### src/rtl/tmds_pkg.sv
// tmds_pkg: shared constants, stage-1 bundle and helpers for the TMDS encoder.
// TMDS_ENC_OUT_REG_EN selects the extra output register and therefore the latency.
package tmds_pkg;
  localparam int CNT_W = 5;
  localparam logic [9:0] CTRL_00 = 10'h354;
  localparam logic [9:0] CTRL_01 = 10'h0AB;
  localparam logic [9:0] CTRL_10 = 10'h154;
  localparam logic [9:0] CTRL_11 = 10'h2AB;
`ifdef TMDS_ENC_OUT_REG_EN
  localparam int LATENCY = 3;
`else
  localparam int LATENCY = 2;
`endif
  typedef struct packed {
    logic       de;
    logic [1:0] c;
    logic [8:0] q_m;
  } stage1_t;
  function automatic logic [3:0] ones8(input logic [7:0] v);
    logic [3:0] n;
    n = '0;
    for (int i = 0; i < 8; i++) n += {3'b000, v[i]};
    return n;
  endfunction
  // XNOR chain is the XOR chain with every stage inverted
  function automatic logic [8:0] tm_encode(input logic [7:0] d);
    logic [3:0] n1;
    logic       xn;
    logic [8:0] q;
    n1 = ones8(d);
    xn = (n1 > 4'd4) || (n1 == 4'd4 && !d[0]);
    q[0] = d[0];
    for (int i = 1; i < 8; i++) q[i] = q[i-1] ^ d[i] ^ xn;
    q[8] = ~xn;
    return q;
  endfunction
  function automatic logic [9:0] ctrl_sym(input logic [1:0] c);
    return c == 2'b00 ? CTRL_00 : c == 2'b01 ? CTRL_01 : c == 2'b10 ? CTRL_10 : CTRL_11;
  endfunction
endpackage

### src/rtl/tmds_encoder_if.sv
// tmds_encoder_if: pixel-side video bus and the three TMDS symbol outputs.
interface tmds_encoder_if;
  logic       I_de;
  logic       I_hs;
  logic       I_vs;
  logic [7:0] I_data_r;
  logic [7:0] I_data_g;
  logic [7:0] I_data_b;
  logic [9:0] O_tmds_r;
  logic [9:0] O_tmds_g;
  logic [9:0] O_tmds_b;
  modport master(output I_de, I_hs, I_vs, I_data_r, I_data_g, I_data_b,
                 input O_tmds_r, O_tmds_g, O_tmds_b);
  modport slave(input I_de, I_hs, I_vs, I_data_r, I_data_g, I_data_b,
                output O_tmds_r, O_tmds_g, O_tmds_b);
endinterface

### src/rtl/tmds_chan_enc.sv
// tmds_chan_enc: one TMDS channel, transition minimisation then DC balance.
// TMDS_ENC_OUT_REG_EN adds one more register on the symbol output.
module tmds_chan_enc
  import tmds_pkg::*;
(
  input  logic       I_pxl_clk,
  input  logic       I_rst,
  input  logic       I_de,
  input  logic [1:0] I_ctrl,
  input  logic [7:0] I_data,
  output logic [9:0] O_tmds
);
  stage1_t                  s1;
  logic signed [CNT_W-1:0]  cnt, cnt_d, diff;
  logic [3:0]               n1q;
  logic [7:0]               qm;
  logic                     qm8;
  logic [9:0]               q, q_d;
  always_comb begin
    qm   = s1.q_m[7:0];
    qm8  = s1.q_m[8];
    n1q  = ones8(qm);
    diff = $signed({1'b0, n1q}) - $signed({1'b0, 4'd8 - n1q});
    q_d   = ctrl_sym(s1.c);
    cnt_d = '0;
    if (s1.de) begin
      if (cnt == '0 || diff == '0) begin
        q_d   = {~qm8, qm8, qm8 ? qm : ~qm};
        cnt_d = qm8 ? cnt + diff : cnt - diff;
      end else if ((cnt > 5'sd0 && diff > 5'sd0) || (cnt < 5'sd0 && diff < 5'sd0)) begin
        q_d   = {1'b1, qm8, ~qm};
        cnt_d = cnt + (qm8 ? 5'sd2 : 5'sd0) - diff;
      end else begin
        q_d   = {1'b0, qm8, qm};
        cnt_d = cnt - (qm8 ? 5'sd0 : 5'sd2) + diff;
      end
    end
  end
  always_ff @(posedge I_pxl_clk or posedge I_rst) begin
    if (I_rst) begin
      s1  <= '0;
      cnt <= '0;
      q   <= CTRL_00;
    end else begin
      s1  <= '{de: I_de, c: I_ctrl, q_m: tm_encode(I_data)};
      cnt <= cnt_d;
      q   <= q_d;
    end
  end
`ifdef TMDS_ENC_OUT_REG_EN
  logic [9:0] q_out;
  always_ff @(posedge I_pxl_clk or posedge I_rst) begin
    if (I_rst) q_out <= CTRL_00;
    else q_out <= q;
  end
  assign O_tmds = q_out;
`else
  assign O_tmds = q;
`endif
endmodule

### src/rtl/tmds_encoder.sv
// tmds_encoder: three lockstep TMDS channels; HS/VS ride on blue during blanking.
// Latency 2, or 3 with TMDS_ENC_OUT_REG_EN defined.
module tmds_encoder (
  input logic           I_pxl_clk,
  input logic           I_rst,
  tmds_encoder_if.slave bus
);
  tmds_chan_enc u_r (
    .I_pxl_clk (I_pxl_clk),
    .I_rst     (I_rst),
    .I_de      (bus.I_de),
    .I_ctrl    (2'b00),
    .I_data    (bus.I_data_r),
    .O_tmds    (bus.O_tmds_r)
  );
  tmds_chan_enc u_g (
    .I_pxl_clk (I_pxl_clk),
    .I_rst     (I_rst),
    .I_de      (bus.I_de),
    .I_ctrl    (2'b00),
    .I_data    (bus.I_data_g),
    .O_tmds    (bus.O_tmds_g)
  );
  tmds_chan_enc u_b (
    .I_pxl_clk (I_pxl_clk),
    .I_rst     (I_rst),
    .I_de      (bus.I_de),
    .I_ctrl    ({bus.I_vs, bus.I_hs}),
    .I_data    (bus.I_data_b),
    .O_tmds    (bus.O_tmds_b)
  );
endmodule

### src/flat_wrapper.sv
// flat-port wrapper written by rule: the top's interface ports become plain ports
module tmds_encoder_flat 
  (I_pxl_clk, I_rst, bus_I_de, bus_I_hs, bus_I_vs, bus_I_data_r, bus_I_data_g, bus_I_data_b, bus_O_tmds_r, bus_O_tmds_g, bus_O_tmds_b);
  tmds_encoder_if bus_i ();
  input logic I_pxl_clk;
  input logic I_rst;
  input wire logic [$bits(bus_i.I_de)-1:0] bus_I_de;
  input wire logic [$bits(bus_i.I_hs)-1:0] bus_I_hs;
  input wire logic [$bits(bus_i.I_vs)-1:0] bus_I_vs;
  input wire logic [$bits(bus_i.I_data_r)-1:0] bus_I_data_r;
  input wire logic [$bits(bus_i.I_data_g)-1:0] bus_I_data_g;
  input wire logic [$bits(bus_i.I_data_b)-1:0] bus_I_data_b;
  output wire logic [$bits(bus_i.O_tmds_r)-1:0] bus_O_tmds_r;
  output wire logic [$bits(bus_i.O_tmds_g)-1:0] bus_O_tmds_g;
  output wire logic [$bits(bus_i.O_tmds_b)-1:0] bus_O_tmds_b;
  assign bus_i.I_de = bus_I_de;
  assign bus_i.I_hs = bus_I_hs;
  assign bus_i.I_vs = bus_I_vs;
  assign bus_i.I_data_r = bus_I_data_r;
  assign bus_i.I_data_g = bus_I_data_g;
  assign bus_i.I_data_b = bus_I_data_b;
  assign bus_O_tmds_r = bus_i.O_tmds_r;
  assign bus_O_tmds_g = bus_i.O_tmds_g;
  assign bus_O_tmds_b = bus_i.O_tmds_b;
  tmds_encoder u_core (.I_pxl_clk(I_pxl_clk), .I_rst(I_rst), .bus(bus_i));
endmodule
### config.mk
export PLATFORM = sky130hd
export DESIGN_NAME = tmds_encoder_flat
export DESIGN_NICKNAME = d
export VERILOG_FILES = /design/src/rtl/tmds_pkg.sv /design/src/rtl/tmds_encoder_if.sv /design/src/rtl/tmds_chan_enc.sv /design/src/rtl/tmds_encoder.sv /design/src/flat_wrapper.sv
export SDC_FILE = /design/constraint.sdc
export NUM_CORES = 1
export LEC_CHECK = 0
export CAP_MARGIN = 20
export CORE_MARGIN = 3
export CORE_UTILIZATION = 58
export DETAILED_ROUTE_END_ITERATION = 12
export GPL_TIMING_DRIVEN = 0
export PLACE_DENSITY_LB_ADDON = 0.25
export REMOVE_ABC_BUFFERS = 1
export SYNTH_ARGS = -nofsm -noshare
export SYNTH_HDL_FRONTEND = slang
export SYNTH_SLANG_ARGS = --single-unit
export TNS_END_PERCENT = 1
### constraint.sdc
create_clock -name I_pxl_clk -period 7.4 [get_ports I_pxl_clk]
set_clock_uncertainty 0.2 [all_clocks]
set_input_delay 1.48 -clock I_pxl_clk [delete_from_list [all_inputs] [get_ports I_pxl_clk]]
set_output_delay 1.48 -clock I_pxl_clk [all_outputs]
set_load 0.01 [all_outputs]
# Word level (Yosys, flattened, before mapping)
# Index checks and enable logic that the tools add are counted.
dict set report word_totals {
  out_inout_bits 30
  register_bits 75
  inputBits 29
  elab_cells 209
}
dict set report classes {
  n_reduce_logical 28
  order_cmp 15
  n_eq_ne 5
  muxes 33
  bitwise 51
  addsub 66
}
# operator n
set op_table {}
lappend op_table {{$mux W10} 12}
lappend op_table {{$add A4 B1 Y4} 24}
lappend op_table {{$mux W5} 12}
lappend op_table {{$xor A1 B1 Y1} 42}
lappend op_table {{$add A5 B5 Y5} 6}
lappend op_table {{$gt A5 B1 Y1 const B} 6}
lappend op_table {{$logic_not A5 Y1} 6}
lappend op_table {{$lt A5 B1 Y1 const B} 6}
lappend op_table {{$sub A5 B5 Y5} 6}
lappend op_table {{$add A3 B1 Y4} 6}
lappend op_table {{$mux W8} 3}
lappend op_table {{$not A8 Y8} 3}
lappend op_table {{$add A2 B1 Y3} 6}
lappend op_table {{$add A5 B3 Y5} 3}
lappend op_table {{$sub A4 B4 Y5} 3}
lappend op_table {{$sub A5 B3 Y5} 3}
lappend op_table {{$add A1 B1 Y2} 6}
lappend op_table {{$eq A4 B3 Y1 const B} 3}
lappend op_table {{$gt A4 B3 Y1 const B} 3}
lappend op_table {{$mux W2} 6}
lappend op_table {{$sub A4 B4 Y4 const A} 3}
lappend op_table {{$logic_and A1 B1 Y1} 9}
lappend op_table {{$logic_or A1 B1 Y1} 9}
lappend op_table {{$not A1 Y1} 6}
lappend op_table {{other kinds (4)} 6}

# Depth between registers and ports, before layout
dict set report logic_depth {
  word_depth 23
  depth_mapped 21
  mapped_depth_nobuf 21
}

# By module
# From an unflattened synthesis, not the netlist that was laid out.
dict set report unflattened {
  cells_unflattened 605
  hier_area_um2 6361.1
}
# mod instances area_each_um2 cells_per_inst seq_area_each_um2
set by_module_without_submodules {}
lappend by_module_without_submodules {{tmds_chan_enc (u_core.u_r)} 1 2129.5 200 681.9}
lappend by_module_without_submodules {{tmds_chan_enc (u_core.u_b)} 1 2118.3 201 681.9}
lappend by_module_without_submodules {{tmds_chan_enc (u_core.u_g)} 1 2109.5 203 681.9}
lappend by_module_without_submodules {tmds_encoder 1 3.8 1 0.0}

# Worst setup path before layout
# Ideal clock, no wire load.
dict set report synth_path {
  path_kind {register -> register}
  startpoint {register u_core.u_g.s1 (netlist bit u_core.u_g.qm[0])}
  endpoint {register u_core.u_g.cnt[4]}
  synth_period_minus_slack_ns 5.367
  required_ns 7.131
  setup_time_ns 0.069
  slack_ns 2.033
  n_path_buf 0
  t_arrival_ns 5.099
  path_stages_with_launch 21
  path_cell_list {dfrtp_1 inv_1 fa_1 fa_1 fa_1 inv_1 ha_1 fa_1 nor2_1 inv_1 ha_1 and3b_1 mux2i_1 and3_1 inv_1 ha_1 a31oi_4 and4b_1 a211oi_1 or4_1 nand3_1}
}
dict set report synth_between {
  elab_chain_len 15
  word_cells_on_any_way 24
  classes_between {add/sub: 13; order compare: 2; mux: 4; reduce/logical: 5}
}
# element line
set synth_lines {}
lappend synth_lines {{from (decl)} tmds_chan_enc.sv:13} ;# stage1_t s1;
lappend synth_lines {{from (signal assigned)} tmds_chan_enc.sv:45} ;# s1 <= '{de: I_de, c: I_ctrl, q_m: tm_encode(I_data)};
lappend synth_lines {{$add A1 B1 Y2 (*)} tmds_pkg.sv:22} ;# for (int i = 0; i < 8; i++) n += {3'b000, v[i]};
lappend synth_lines {{$add A2 B1 Y3 (*)} tmds_pkg.sv:22}
lappend synth_lines {{$add A3 B1 Y4 (*)} tmds_pkg.sv:22}
lappend synth_lines {{$add A4 B1 Y4 (*) (4 in series)} tmds_pkg.sv:22}
lappend synth_lines {{$sub A4 B4 Y4} tmds_chan_enc.sv:23} ;# diff = $signed({1'b0, n1q}) - $signed({1'b0, 4'd8 - n1q});
lappend synth_lines {{$sub A4 B4 Y5 (*)} tmds_chan_enc.sv:23}
lappend synth_lines {{$gt A5 B1 Y1 or $lt A5 B1 Y1 (tied branches)} tmds_chan_enc.sv:30} ;# end else if ((cnt > 5'sd0 && diff > 5'sd0) || (cnt < 5'sd0 && diff < 5'sd0)) begin
lappend synth_lines {{$logic_and A1 B1 Y1} tmds_chan_enc.sv:30}
lappend synth_lines {{$logic_or A1 B1 Y1} tmds_chan_enc.sv:30}
lappend synth_lines {{$mux W5} tmds_chan_enc.sv:30}
lappend synth_lines {{$mux W5 (*)} tmds_chan_enc.sv:27} ;# if (cnt == '0 || diff == '0) begin
lappend synth_lines {{$mux W5 (*)} tmds_chan_enc.sv:26} ;# if (s1.de) begin
lappend synth_lines {{via u_core.u_g.cnt_d[4]} tmds_chan_enc.sv:14} ;# logic signed [CNT_W-1:0] cnt, cnt_d, diff;
lappend synth_lines {{to (signal assigned)} tmds_chan_enc.sv:46} ;# cnt <= cnt_d;
lappend synth_lines {{to (decl)} tmds_chan_enc.sv:14}
# Mark *: on every way through the listed nets, which the timed path passes. The rest lies on a longest branch.

# Worst setup path in the final report
# Same ends and word-level chain as after synthesis.

==> impl_results.html <==
<table>
<tr><th>Metric</th><th>Value</th></tr>
<tr><th colspan="2">Worst setup path</th></tr>
<tr><td>Type of element launching the critical path</td><td>flop</td></tr>
<tr><td>Worst-path cell with the longest stage delay</td><td>sky130_fd_sc_hd__fa_1</td></tr>
<tr><td>Data arrival time of the worst path</td><td>6020 ps</td></tr>
<tr><td>Buffering stage count on the worst path with inverters included</td><td>3</td></tr>
<tr><td>Cell Chain, Critical Path</td><td>inv_1 -&gt; fa_1 -&gt; fa_1 -&gt; fa_1 -&gt; inv_1 -&gt; ha_1 -&gt; fa_1 -&gt; nor2_1 -&gt; inv_1 -&gt; ha_1 -&gt; a21oi_1 -&gt; o22ai_1 -&gt; xnor2_1 -&gt; ha_1 -&gt; a21oi_1 -&gt; nor4_1 -&gt; a31o_2 -&gt; or4_1 -&gt; nand3_1</td></tr>
<tr><td>Kind of end point of the critical path</td><td>flop</td></tr>
<tr><td>Maximum fanout along the worst path</td><td>6</td></tr>
<tr><td>Most frequent cell on the critical path</td><td>sky130_fd_sc_hd__fa_1</td></tr>
<tr><td>Family with the most delay on the worst path</td><td>adder cells</td></tr>
<tr><td>Worst reg2reg startpoint</td><td>u_core.u_g.qm[0]</td></tr>
<tr><td>CP max stage delay</td><td>540 ps</td></tr>
<tr><td>Critical path class</td><td>reg -&gt; reg</td></tr>
<tr><td>Worst Setup SP</td><td>u_core.u_g.qm[0]</td></tr>
<tr><td>Critical path data required time</td><td>7500 ps</td></tr>
<tr><th colspan="2">Routing</th></tr>
<tr><td>Routed len/inst</td><td>14.3 µm</td></tr>
<tr><td>Number of vias per cell</td><td>5.22</td></tr>
<tr><td>Total length of routed wires</td><td>11.2 mm</td></tr>
<tr><td>DRC violations left</td><td>0</td></tr>
<tr><td>First drt pass iteration count</td><td>5</td></tr>
<tr><td>Iteration-0 DRC count of the detailed router</td><td>151</td></tr>
<tr><td>Vias post-DR</td><td>4081</td></tr>
<tr><td>ANT nets after route</td><td>0</td></tr>
<tr><th colspan="2">Cells and area</th></tr>
<tr><td>Commonest cells after routing, fill and taps aside</td><td>sky130_fd_sc_hd__inv_1 (117), sky130_fd_sc_hd__xnor2_1 (68), sky130_fd_sc_hd__ha_1 (66), sky130_fd_sc_hd__dfrtp_1 (60), sky130_fd_sc_hd__clkdlybuf4s50_1 (58)</td></tr>
<tr><td>Area added between synthesis and finish</td><td>15.7%</td></tr>
<tr><td>Number of diodes</td><td>0</td></tr>
<tr><td>Share of post-route cells with drive strength above 1</td><td>0.0724</td></tr>
<tr><td>Count of fill cells added during filler insertion</td><td>733</td></tr>
<tr><td>Most common library cell in the layout ignoring fill and taps</td><td>sky130_fd_sc_hd__inv_1</td></tr>
<tr><td>Final-stage net count</td><td>778</td></tr>
<tr><th colspan="2">Worst hold path</th></tr>
<tr><td>Startpoint of the worst hold path</td><td>u_core.u_g.cnt[0]</td></tr>
<tr><td>Hold WC Path Type</td><td>reg -&gt; reg</td></tr>
<tr><th colspan="2">Timing</th></tr>
<tr><td>Maximum operating frequency</td><td>169 MHz</td></tr>
<tr><td>Slew headroom</td><td>0.284</td></tr>
<tr><td>Hold violation total from the final report</td><td>0</td></tr>
<tr><td>Pin slew with the least headroom to its limit</td><td>1070 ps</td></tr>
<tr><td>Setup TNS Final</td><td>0 ps</td></tr>
<tr><td>Final setup fails</td><td>0</td></tr>
<tr><td>Share of the clock period used by the worst path after layout</td><td>0.800</td></tr>
<tr><td>RSZ-0062 raised after global routing</td><td>no</td></tr>
<tr><td>Clock period minus final worst setup slack</td><td>5920 ps</td></tr>
<tr><td>Max Transition Viols Final</td><td>0</td></tr>
<tr><th colspan="2">Clock tree</th></tr>
<tr><td>Clock Latency Late Sink</td><td>370 ps</td></tr>
<tr><td>Clock tree from TritonCTS</td><td>yes</td></tr>
<tr><td>TritonCTS Buffers</td><td>9</td></tr>
<tr><td>CTS-repair resized insts</td><td>0</td></tr>
<tr><td>H-tree depth</td><td>3</td></tr>
<tr><td>Setup bufs post-CTS</td><td>0</td></tr>
<tr><td>Bufs on Longest Clock Path</td><td>2</td></tr>
<tr><td>Clock-pin slew on the worst setup and hold paths</td><td>80 ps</td></tr>
<tr><td>Cell at the root of the clock tree</td><td>sky130_fd_sc_hd__clkbuf_8</td></tr>
<tr><td>Clock net sink count</td><td>75</td></tr>
<tr><td>Hold-fix buffer count after cts</td><td>0</td></tr>
<tr><th colspan="2">Synthesis</th></tr>
<tr><td>Fraction of synthesized area in multiplexers</td><td>0.0211</td></tr>
<tr><td>Number of warnings issued by yosys</td><td>0</td></tr>
<tr><td>Combined area of all synthesized cells</td><td>5920 µm²</td></tr>
<tr><td>Async S/R FF share, synth</td><td>1.00</td></tr>
<tr><td>Largest family of logic cells by synthesized area</td><td>adder cells</td></tr>
<tr><td>Predominant post-synthesis flop cell</td><td>sky130_fd_sc_hd__dfrtp_1</td></tr>
<tr><td>Synthesized area per cell</td><td>10.2 µm²</td></tr>
<tr><td>Share of synthesized cell area in full adder, half adder and majority cells</td><td>0.271</td></tr>
<tr><td>#FFs+latches synth</td><td>75</td></tr>
<tr><td>Post-synthesis instance total</td><td>583</td></tr>
<tr><td>Synthesized-area fraction occupied by ao, oa, aoi and oai cells</td><td>0.0928</td></tr>
<tr><td>Simple-Gate Fraction of Synth Area</td><td>0.0904</td></tr>
<tr><td>Number of synthesized flops with an enable pin</td><td>0</td></tr>
<tr><td>Parity-gate share of the synthesized area counting xor and xnor cells</td><td>0.124</td></tr>
<tr><td>Register area share after synthesis</td><td>0.320</td></tr>
<tr><td>Number of different library cells in the post-synthesis netlist</td><td>48</td></tr>
<tr><th colspan="2">Floorplan</th></tr>
<tr><td>Vertical die dimension</td><td>107 µm</td></tr>
<tr><td>Die W</td><td>107 µm</td></tr>
<tr><td>Core area</td><td>9860 µm²</td></tr>
<tr><td>Die area</td><td>11500 µm²</td></tr>
<tr><td>Total number of placement rows</td><td>36</td></tr>
<tr><td>Starting density of the core</td><td>0.600</td></tr>
<tr><td>Number of ports placed on the die boundary</td><td>59</td></tr>
<tr><th colspan="2">Global route</th></tr>
<tr><td>Global route overflow</td><td>0</td></tr>
<tr><td>Largest net degree at the start of global routing</td><td>76</td></tr>
<tr><td>Vias in the first global route</td><td>4387</td></tr>
<tr><td>First-pass GRT wire length</td><td>19.5 mm</td></tr>
<tr><td>Antenna violations before repair</td><td>0</td></tr>
<tr><td>Global-route usage over all layers</td><td>0.217</td></tr>
<tr><th colspan="2">Place</th></tr>
<tr><td>Total half-perimeter wirelength after legalization and detailed placement</td><td>8.66 mm</td></tr>
<tr><td>Final Wtd Congestion</td><td>0.852</td></tr>
<tr><td>Port bufs</td><td>58</td></tr>
<tr><th colspan="2">Run status</th></tr>
<tr><td>Run status</td><td>complete, no violations</td></tr>
<tr><th colspan="2">Job</th></tr>
<tr><td>Max Cap Violations</td><td>0</td></tr>
</table>
==> Yosys cell counts (all sizes together) (2+ instances only) <==
| master | instances | area [µm²] |
|---|---|---|
| o22ai | 8 | 50.1 |
| and3 | 2 | 12.5 |
| inv | 118 | 443 |
| dfrtp | 60 | 1500 |
| a41oi | 3 | 26.3 |
| nor4 | 2 | 12.5 |
| dfstp | 15 | 394 |
| and4b | 2 | 20.0 |
| nand2b | 6 | 37.5 |
| nand4b | 2 | 17.5 |
| nor3 | 5 | 25.0 |
| a32oi | 2 | 17.5 |
| mux2i | 8 | 91.3 |
| xor2 | 16 | 140 |
| nor2b | 9 | 56.3 |
| o21bai | 3 | 33.8 |
| a31oi | 5 | 67.6 |
| clkbuf | 7 | 26.3 |
| a211oi | 9 | 67.6 |
| a21oi | 31 | 155 |
| mux2 | 3 | 33.8 |
| ha | 66 | 826 |
| nor3b | 4 | 30.0 |
| nand2 | 16 | 60.1 |
| nand3 | 2 | 10.0 |
| or4 | 4 | 37.5 |
| fa | 39 | 781 |
| o21ai | 6 | 30.0 |
| o21a | 2 | 15.0 |
| nor2 | 38 | 143 |
| xnor2 | 68 | 596 |
| and3b | 2 | 17.5 |
| and2 | 4 | 25.0 |
| a21o | 6 | 45.0 |
==> worst paths after layout <==
check	endpoint	slack, ps	cells past startpoint
worst min-delay path	u_core.u_g.cnt[0]	310	1
worst max-delay path	u_core.u_g.cnt[4]	1480	19
min in group asynchronous	u_core.u_r.s1[11]	1440	2
worst min register to register	u_core.u_g.cnt[0]	310	1
worst max register to register	u_core.u_g.cnt[4]	1480	19
max in group asynchronous	u_core.u_r.O_tmds[7]	4930	2
==> logic make-up (layout without fill, tap and decap cells) <==
family | count (synthesis) | after routing
buffers and inverters | 126 | 192
xor gates and xnor gates | 84 | 84
DFF | 75 | 75
adders and majority gates | 105 | 105
and+or+nand+nor | 102 | 102
AOI/OAI and AO/OA | 80 | 80
muxes | 11 | 11
==> final cells by class <==
class                           instances  area (µm²)  share of cell area
Multi-Input combinational cell        382        3550               0.519
Inverter                              118         445              0.0650
Sequential cell                        75        1900               0.277
Clock inverter                          6        71.3              0.0104
Clock buffer                           10         138              0.0201
Tap cell                              133         166              0.0243
Timing Repair Buffer                   58         581              0.0848
==> per-layer routing <==
metal / share of wire / vias to the layer above / global-route usage / wire, µm
met4: 0.021 / 0 / 0.0849 / 239
met5: 0 / - / 0 / 0
met2: 0.53 / 66 / 0.387 / 5930
li1: - / 1993 / - / -
met3: 0.028 / 23 / 0.0433 / 313
met1: 0.42 / 1999 / 0.255 / 4670
==> per-stage QoR <==
stage	cells	worst slack [ps]	utilization	hold WS, ps	area [µm²]
2_1_floorplan	575	2030	-	253	5890
3_3_place_gp	766	1700	0.673	286	6640
3_5_place_dp	766	1570	0.673	285	6640
4_1_cts	782	1540	0.694	307	6850
5_1_grt	782	1140	0.694	315	6850
6_report	782	1480	0.694	308	6850
==> sequential cells by signal, summed over array words and instances (netlist names) <==
| register | cells |
|---|---|
| u_core.u_r.qm8 | 1 |
| u_core.u_r.qm | 8 |
| u_core.u_g.qm | 8 |
| u_core.u_b.cnt | 5 |
| u_core.u_g.O_tmds | 10 |
| u_core.u_b.qm | 8 |
| u_core.u_b.s1 | 2 |
| u_core.u_g.cnt | 5 |
| u_core.u_b.O_tmds | 10 |
| u_core.u_b.qm8 | 1 |
| u_core.u_r.O_tmds | 10 |
| u_core.u_r.s1 | 1 |
| u_core.u_g.qm8 | 1 |
| u_core.u_r.cnt | 5 |
Power is left out: the tool's default activity adds up to more than one toggle a clock period on the data nets, which glitch-free logic cannot reach.
